## config.mk

```make
export PLATFORM = sky130hd
export DESIGN_NAME = mem_seq
export DESIGN_NICKNAME = d
export VERILOG_FILES = /design/src/rtl/mem_seq.sv
export SDC_FILE = /design/constraint.sdc
export NUM_CORES = 1
export LEC_CHECK = 0
export CAP_MARGIN = 40
export CORE_UTILIZATION = 48
export DETAILED_ROUTE_END_ITERATION = 6
export GPL_TIMING_DRIVEN = 0
export HOLD_SLACK_MARGIN = 0.02
export PLACE_DENSITY = 0.9
export SLEW_MARGIN = 5
export SYNTH_ARGS = -nofsm -noshare
export SYNTH_HDL_FRONTEND = slang
export SYNTH_SLANG_ARGS = --single-unit
```

## constraint.sdc

```tcl
create_clock -name clk_i -period 3.1 [get_ports clk_i]
set_clock_uncertainty 0.15 [all_clocks]
set_input_delay 0.62 -clock clk_i [delete_from_list [all_inputs] [get_ports clk_i]]
set_output_delay 0.62 -clock clk_i [all_outputs]
set_load 0.01 [all_outputs]
```

## src/rtl/mem_seq.sv

```systemverilog
// mem_seq: load/store-multiple sequencer moving a masked set of eight registers
// to or from consecutive memory words, one access per cycle in ascending register order.
module mem_seq #(
    parameter int ADDR_W = 6,
    parameter int DATA_W = 16
) (
    input  logic              clk_i,
    input  logic              rst_ni,
    input  logic              start_i,
    input  logic              op_i,
    input  logic [DATA_W-1:0] base_addr_i,
    input  logic [7:0]        reg_mask_i,
    output logic              busy_o,
    output logic              done_o,
    output logic [ADDR_W-1:0] mem_addr_o,
    output logic [1:0]        mem_rw_o,
    output logic [DATA_W-1:0] mem_wdata_o,
    input  logic [DATA_W-1:0] mem_rdata_i,
    output logic [2:0]        rf_rd_addr_o,
    input  logic [DATA_W-1:0] rf_rd_data_i,
    output logic              rf_wr_en_o,
    output logic [2:0]        rf_wr_addr_o,
    output logic [DATA_W-1:0] rf_wr_data_o
);

    typedef enum logic [1:0] {
        IDLE,
        ACCESS,
        DONE
    } state_e;

    localparam logic [1:0] RW_IDLE  = 2'b00;
    localparam logic [1:0] RW_WRITE = 2'b01;
    localparam logic [1:0] RW_READ  = 2'b10;

    state_e            state_q, state_d;
    logic              op_q, op_d;
    logic [ADDR_W-1:0] base_q, base_d;
    logic [7:0]        mask_q, mask_d;
    logic [3:0]        cnt_q, cnt_d;

    // Last driven values of the data/address outputs, replayed outside ACCESS
    logic [ADDR_W-1:0] mem_addr_q, mem_addr_d;
    logic [DATA_W-1:0] mem_wdata_q, mem_wdata_d;
    logic [2:0]        rf_rd_addr_q, rf_rd_addr_d;
    logic [2:0]        rf_wr_addr_q, rf_wr_addr_d;
    logic [DATA_W-1:0] rf_wr_data_q, rf_wr_data_d;

    logic [2:0]        cur_idx;
    logic [ADDR_W-1:0] cur_addr;
    logic              last_bit;

    if (DATA_W > ADDR_W) begin : g_base_hi
        logic unused_base_hi;
        assign unused_base_hi = ^base_addr_i[DATA_W-1:ADDR_W];
    end

    // Lowest set bit of the pending mask selects the register serviced this cycle
    always_comb begin
        cur_idx = 3'd0;
        for (int i = 7; i >= 0; i--) begin
            if (mask_q[i]) begin
                cur_idx = 3'(i);
            end
        end
    end

    assign cur_addr = base_q + ADDR_W'(cnt_q);
    assign last_bit = ((mask_q & (mask_q - 8'd1)) == 8'd0);

    always_comb begin
        state_d      = state_q;
        op_d         = op_q;
        base_d       = base_q;
        mask_d       = mask_q;
        cnt_d        = cnt_q;

        busy_o       = 1'b0;
        done_o       = 1'b0;
        mem_rw_o     = RW_IDLE;
        rf_wr_en_o   = 1'b0;
        mem_addr_o   = mem_addr_q;
        mem_wdata_o  = mem_wdata_q;
        rf_rd_addr_o = rf_rd_addr_q;
        rf_wr_addr_o = rf_wr_addr_q;
        rf_wr_data_o = rf_wr_data_q;

        unique case (state_q)
            IDLE: begin
                if (start_i) begin
                    op_d    = op_i;
                    base_d  = base_addr_i[ADDR_W-1:0];
                    mask_d  = reg_mask_i;
                    cnt_d   = 4'd0;
                    state_d = (reg_mask_i != 8'd0) ? ACCESS : DONE;
                end
            end
            ACCESS: begin
                busy_o     = 1'b1;
                mem_addr_o = cur_addr;
                mask_d     = mask_q & ~(8'd1 << cur_idx);
                cnt_d      = cnt_q + 4'd1;
                if (op_q) begin
                    mem_rw_o     = RW_WRITE;
                    rf_rd_addr_o = cur_idx;
                    mem_wdata_o  = rf_rd_data_i;
                end else begin
                    mem_rw_o     = RW_READ;
                    rf_wr_en_o   = 1'b1;
                    rf_wr_addr_o = cur_idx;
                    rf_wr_data_o = mem_rdata_i;
                end
                if (last_bit) begin
                    state_d = DONE;
                end
            end
            DONE: begin
                busy_o  = 1'b1;
                done_o  = 1'b1;
                state_d = IDLE;
            end
            default: begin
                state_d = IDLE;
            end
        endcase

        mem_addr_d   = mem_addr_o;
        mem_wdata_d  = mem_wdata_o;
        rf_rd_addr_d = rf_rd_addr_o;
        rf_wr_addr_d = rf_wr_addr_o;
        rf_wr_data_d = rf_wr_data_o;
    end

    always_ff @(posedge clk_i) begin
        if (!rst_ni) begin
            state_q      <= IDLE;
            op_q         <= 1'b0;
            base_q       <= '0;
            mask_q       <= 8'd0;
            cnt_q        <= 4'd0;
            mem_addr_q   <= '0;
            mem_wdata_q  <= '0;
            rf_rd_addr_q <= 3'd0;
            rf_wr_addr_q <= 3'd0;
            rf_wr_data_q <= '0;
        end else begin
            state_q      <= state_d;
            op_q         <= op_d;
            base_q       <= base_d;
            mask_q       <= mask_d;
            cnt_q        <= cnt_d;
            mem_addr_q   <= mem_addr_d;
            mem_wdata_q  <= mem_wdata_d;
            rf_rd_addr_q <= rf_rd_addr_d;
            rf_wr_addr_q <= rf_wr_addr_d;
            rf_wr_data_q <= rf_wr_data_d;
        end
    end

endmodule

```

### Word-level counts from Yosys, hierarchy flattened

Index checks and enable logic that the tools add are counted.
Widths: inputs -> output; s select.

| cells by class | value |
|---|---|
| $mul | 0 |
| divide/modulo/power cells | 0 |
| add/subtract/negate cells | 3 |
| bitwise operators | 3 |
| shifts and indexed selects | 1 |
| reduce and logical (&&, ||, !) cells | 8 |
| equal/unequal tests | 4 |
| order comparisons | 0 |
| muxes and demuxes | 31 |

Operators with widths:

| cell | number |
|---|---|
| $mux 16 | 4 |
| $mux 3 | 12 |
| $and 8x8->8 | 2 |
| $pmux 8 s2 | 1 |
| $mux 2 | 5 |
| $logic_not 8->1 | 1 |
| $mux 8 | 1 |
| $not 8->8 | 1 |
| $pmux 4 s2 | 1 |
| $reduce_bool 8->1 | 1 |
| $shl 1x3->8 const A | 1 |
| $sub 8x1->8 const B | 1 |
| $add 6x4->6 | 1 |
| $mux 6 | 1 |
| $reduce_and 2->1 | 3 |
| $add 4x1->4 const B | 1 |
| $mux 1 | 4 |
| $mux 4 | 1 |
| $ne 2x2->1 const B | 2 |
| $pmux 2 s2 | 1 |
| $eq 2x1->1 const B | 1 |
| $eq 2x2->1 const B | 1 |
| $logic_not 2->1 | 1 |
| $reduce_bool 2->1 | 1 |
| $reduce_or 2->1 | 1 |

| word-level totals | value |
|---|---|
| input bits | 60 |
| memory bits (read-only) | 0 |
| bits in writable memories | 0 |
| memories | 0 |
| logic and storage cells | 60 |
| flip-flop bits (word level) | 65 |
| latch bits | 0 |
| output and inout bits | 49 |

### Depth between registers and ports, before layout

| depth | value |
|---|---|
| word-level depth | 12 |
| mapped depth | 9 |
| depth with buffers taken out | 7 |

### Worst setup path before layout

OpenSTA, ideal clock, no wires.

| timing | value |
|---|---|
| path type | flip-flop to output port |
| from | reg state_q[1] |
| to | out rf_wr_data_o[10] |
| required time | 2330 ps |
| setup slack | 638 ps |
| data arrival time | 1692 ps |
| stages on the path, launching flop included | 9 |
| path buffers | 2 |
| cells stage by stage | dfxtp_1 > inv_1 > ha_1 > clkbuf_1 > nand2b_1 > clkinv_1 > clkbuf_1 > nand2_1 > nand2_1 |

| between the ends | value |
|---|---|
| word-level cells in the longest chain between the ends | 2 |

Ends and longest elaborated chain:

| element | RTL line | RTL |
|---|---|---|
| start: declaration | 36 | `state_e state_q, state_d;` |
| start signal: assignment | 147 | `state_q <= state_d;` |
| $eq 2x1->1 | 88 | `unique case (state_q)` |
| $mux 16 | 88 |  |
| end: declaration | 23 | `output logic [DATA_W-1:0] rf_wr_data_o` |

No other way between the ends.

### Worst setup path after layout

| timing | value |
|---|---|
| from | reg cnt_q[0] |
| to | out mem_addr_o[4] |

| between the ends | value |
|---|---|
| word-level cells in the longest chain between the ends | 2 |

Ends and longest elaborated chain:

| element | RTL line | RTL |
|---|---|---|
| start: declaration | 40 | `logic [3:0] cnt_q, cnt_d;` |
| start signal: assignment | 151 | `cnt_q <= cnt_d;` |
| $add 6x4->6 | 68 | `assign cur_addr = base_q + ADDR_W'(cnt_q);` |
| $mux 6 | 88 |  |
| end: declaration | 15 | `output logic [ADDR_W-1:0] mem_addr_o,` |

No other way between the ends.

==> summary.md <==
| Metric | Value |
|---|---|
| Status | `completed` |
| Finished Cell Area | `4430 µm²` |
| Number of antenna diodes | `0` |
| Htree depth | `3` |
| Yosys top cell area share | `42.7%` |
| Arrival time worst endpoint | `2.26 ns` |
| Reg2Reg Launch Point | `mask_q[2]$_SDFFE_PN0P_` |
| Post-route ant nets | `0` |
| Power Density | `534 nW/µm²` |
| CTS tree | `yes` |
| Fmax | `330 MHz` |
| Gpl congestion | `0.887` |
| Initial antenna violation count | `0` |
| Critical Path Source Type | `register` |
| HPWL Detailed | `5.60 mm` |
| Latest clock arrival within the worst-skew pair | `0.35 ns` |
| Syn Std Cell Area | `3040 µm²` |
| Syn Nets | `430` |
| Most frequent cells in the layout | `clkdlybuf4s50_1, nand2_1, dfxtp_1, and2_1, mux2_2` |
| RSZ-0062 raised after global routing | `yes` |
| Hold_sp | `base_q[2]$_SDFFE_PN0P_` |
| Clock-pin slew on the worst setup and hold paths | `0.08 ns` |
| Worst Path Max Fanout | `5` |
| Vias in the first global route | `2,689` |
| First-pass GRT wire length | `12.2 mm` |
| Headroom to the max-slew limit | `66.0%` |
| Worst path bufs/invs | `1` |
| Nets@finish | `537` |
| Area delta synth->final | `45.6%` |
| DP Area | `4110 µm²` |
| Worst r2r path cells | `7` |
| Worst hold path depth | `2` |
| CP max-delay cell | `dfxtp_2` |
| Vias | `2,885` |
| Post-route DRC | `0` |
| Placed cell count | `533` |
| Synth warn | `0` |
| Required time worst endpoint | `2.33 ns` |
| Tot GR Track Use | `24.3%` |
| Worst R2R Setup Slack | `0.99 ns` |
| Non-Filler Instances | `548` |
| Worst hold path type | `reg -> reg` |
| 1st-iter DRT viols | `140` |
| Vias per inst | `5.26` |
| Clk sinks | `65` |
| Largest net degree at the start of global routing | `13` |
| Max-cap violations | `0` |
| Die height | `81.6 µm` |
| Final setup viols | `0` |
| Critical Path, Cell by Cell | `ha_2, fa_2, a21o_1, a21oi_2, xnor2_1, mux2_2, dlygate4sd2_1` |
| R2R Path End | `state_q[0]$_SDFFE_PN0P_` |
| Crit share post-route | `97.7%` |
| Mapped Cells | `361` |
| Starting density of the core | `50.5%` |
| Mean Syn Cell Area | `8.43 µm²` |
| Gr ovfl total | `0` |
| Average wire per standard cell | `14.4 µm` |
| Slew Viols, Final | `0` |
| CTS buffer count | `9` |
| Leading area contributor after synthesis | `dfxtp_1` |
| Measured slew at the worst slew-check pin | `0.507 ns` |
| Count of final hold-check violations | `0` |
| Layout fillers | `449` |
| Die width | `81.6 µm` |
| Master cell of the clock root buffer | `clkbuf_8` |
| Critical path class | `reg -> out` |
| IO buf count | `97` |
| Hold-fix buffer count after cts | `0` |
| Critical Path Source | `cnt_q[0]$_SDFFE_PN0P_` |
| Full die area | `6660 µm²` |
| Number of cell rows | `28` |
| IO Pins | `109` |
| Most common cell after layout, fill and taps aside | `clkdlybuf4s50_1` |
| CP delay by family, top | `adder cells` |
| Hold EP | `base_q[2]$_SDFFE_PN0P_` |
| Ratio of cells with drive above 1 in the final layout | `15.0%` |
| CTS max path bufs | `2` |
| Leakage | `1.98 nW` |
| Setup WS pre-CTS | `-0.339 ns` |
| 1st-pass router iterations | `4` |
| Yosys reg bits | `65` |
| VDD IR-drop max | `0.431 mV` |
| Register area share after synthesis | `42.7%` |
| Drt total wl | `7.92 mm` |
| Library cells used by synthesis | `44` |
| Setup crit end kind | `output port` |
| Placeable core area | `6030 µm²` |
| Max incr delay on CP | `0.36 ns` |
| Largest cells by area after synthesis | `dfxtp_1, nand2_1, and2_1` |
| Setup ws final | `0.0705 ns` |
| Final worst path period need | `3.03 ns` |
==> power breakdown <==
part	total, W	leakage, nW	internal [W]	switching, W
Clock	0.000886	0.124	0.000535	0.000350
Combinational	0.000561	1.33	0.000286	0.000275
Sequential	0.000920	0.531	0.000884	0.0000363
==> cell usage after synthesis (all sizes together) <==
master / instances
a2111o: 1
a211oi: 3
a21o: 3
a21oi: 24
a221oi: 1
a22oi: 4
a2bb2oi: 1
a31oi: 1
a32o: 2
a32oi: 1
and2: 42
and3: 2
buf: 7
clkbuf: 16
clkinv: 1
dfxtp: 65
fa: 1
ha: 8
inv: 9
mux2: 22
mux2i: 1
nand2: 83
nand2b: 5
nand3: 5
nand3b: 1
nand4b: 2
nor2: 17
nor2b: 2
nor3: 2
nor4: 2
o211ai: 1
o21ai: 15
o31ai: 3
o41ai: 1
or3: 1
or4: 3
xnor2: 3
==> metrics by stage <==
stage | TNS (ns) | util (%) | hold slack, ns | total power (W)
6_report | 0 | 73.5 | 0.326 | 0.00237
3_5_place_dp | -3.35 | 68.2 | 0.309 | 0.00148
4_1_cts | 0 | 72.9 | 0.320 | 0.00236
3_3_place_gp | -2.79 | 68.2 | 0.303 | 0.00146
5_1_grt | -0.222 | 73.5 | 0.346 | 0.00247
2_1_floorplan | 0 | - | 0.291 | 0.00123
==> per-layer routing <==
metal | part of all wire [%] | up-vias | global-route usage (%)
met5 | 0 | - | 0
met4 | 2.4 | 0 | 10.9
met3 | 6.5 | 21 | 7.11
met2 | 50 | 107 | 39.9
met1 | 42 | 1335 | 29.4
li1 | - | 1422 | -
==> state kept, by name (all words and copies together), names as in the netlist <==
register	flops
mem_addr_q	6
mem_wdata_q	16
cnt_q	4
rf_rd_addr_q	3
mask_q	8
op_q	1
base_q	6
rf_wr_data_q	16
rf_wr_addr_q	3
state_q	2
==> cells by family (layout without fill, tap and decap cells) <==
family | Yosys count | count (layout) | share of synthesized area, %
muxes | 23 | 23 | 8.47
DFF | 65 | 65 | 42.7
buffers and inverters | 33 | 145 | 4.73
and+or+nand+nor | 167 | 167 | 26.3
xor gates and xnor gates | 3 | 3 | 0.863
AOI/OAI and AO/OA | 61 | 61 | 13.0
adders and majority gates | 9 | 9 | 3.95
==> worst register-to-register path, cell delays in order (launching register included) <==
cell and delay, ns:
dfxtp_1 0.31, buf_6 0.13, or4_4 0.47, buf_6 0.15
a211oi_1 0.22, a2bb2oi_2 0.22, o21ai_2 0.09, a32o_1 0.26
==> timing repair <==
item	CTS	global route
buffers inserted	1	0
resized for setup	21	27
setup endpoints to repair	41	40
==> cell type report <==
class	count	area (µm²)	area share, %
clock buffer	9	124	2.80
multi-input combinational	263	1620	36.6
sequential	65	1310	29.6
clock inverter	7	118	2.65
buffer	21	130	2.94
tap	75	93.8	2.12
inverter	10	38.8	0.875
timing repair buffer	98	995	22.4
==> worst max path at each step <==
stage	end	cells past startpoint
finish	mem_addr_o[4]	7
global route	mem_wdata_o[5]	6
CTS	mem_addr_o[4]	7
detailed placement	rf_wr_data_o[6]	9
global placement	rf_wr_data_o[13]	9
floorplan	rf_wr_data_o[10]	8
(Power assumes the default switching activity.)
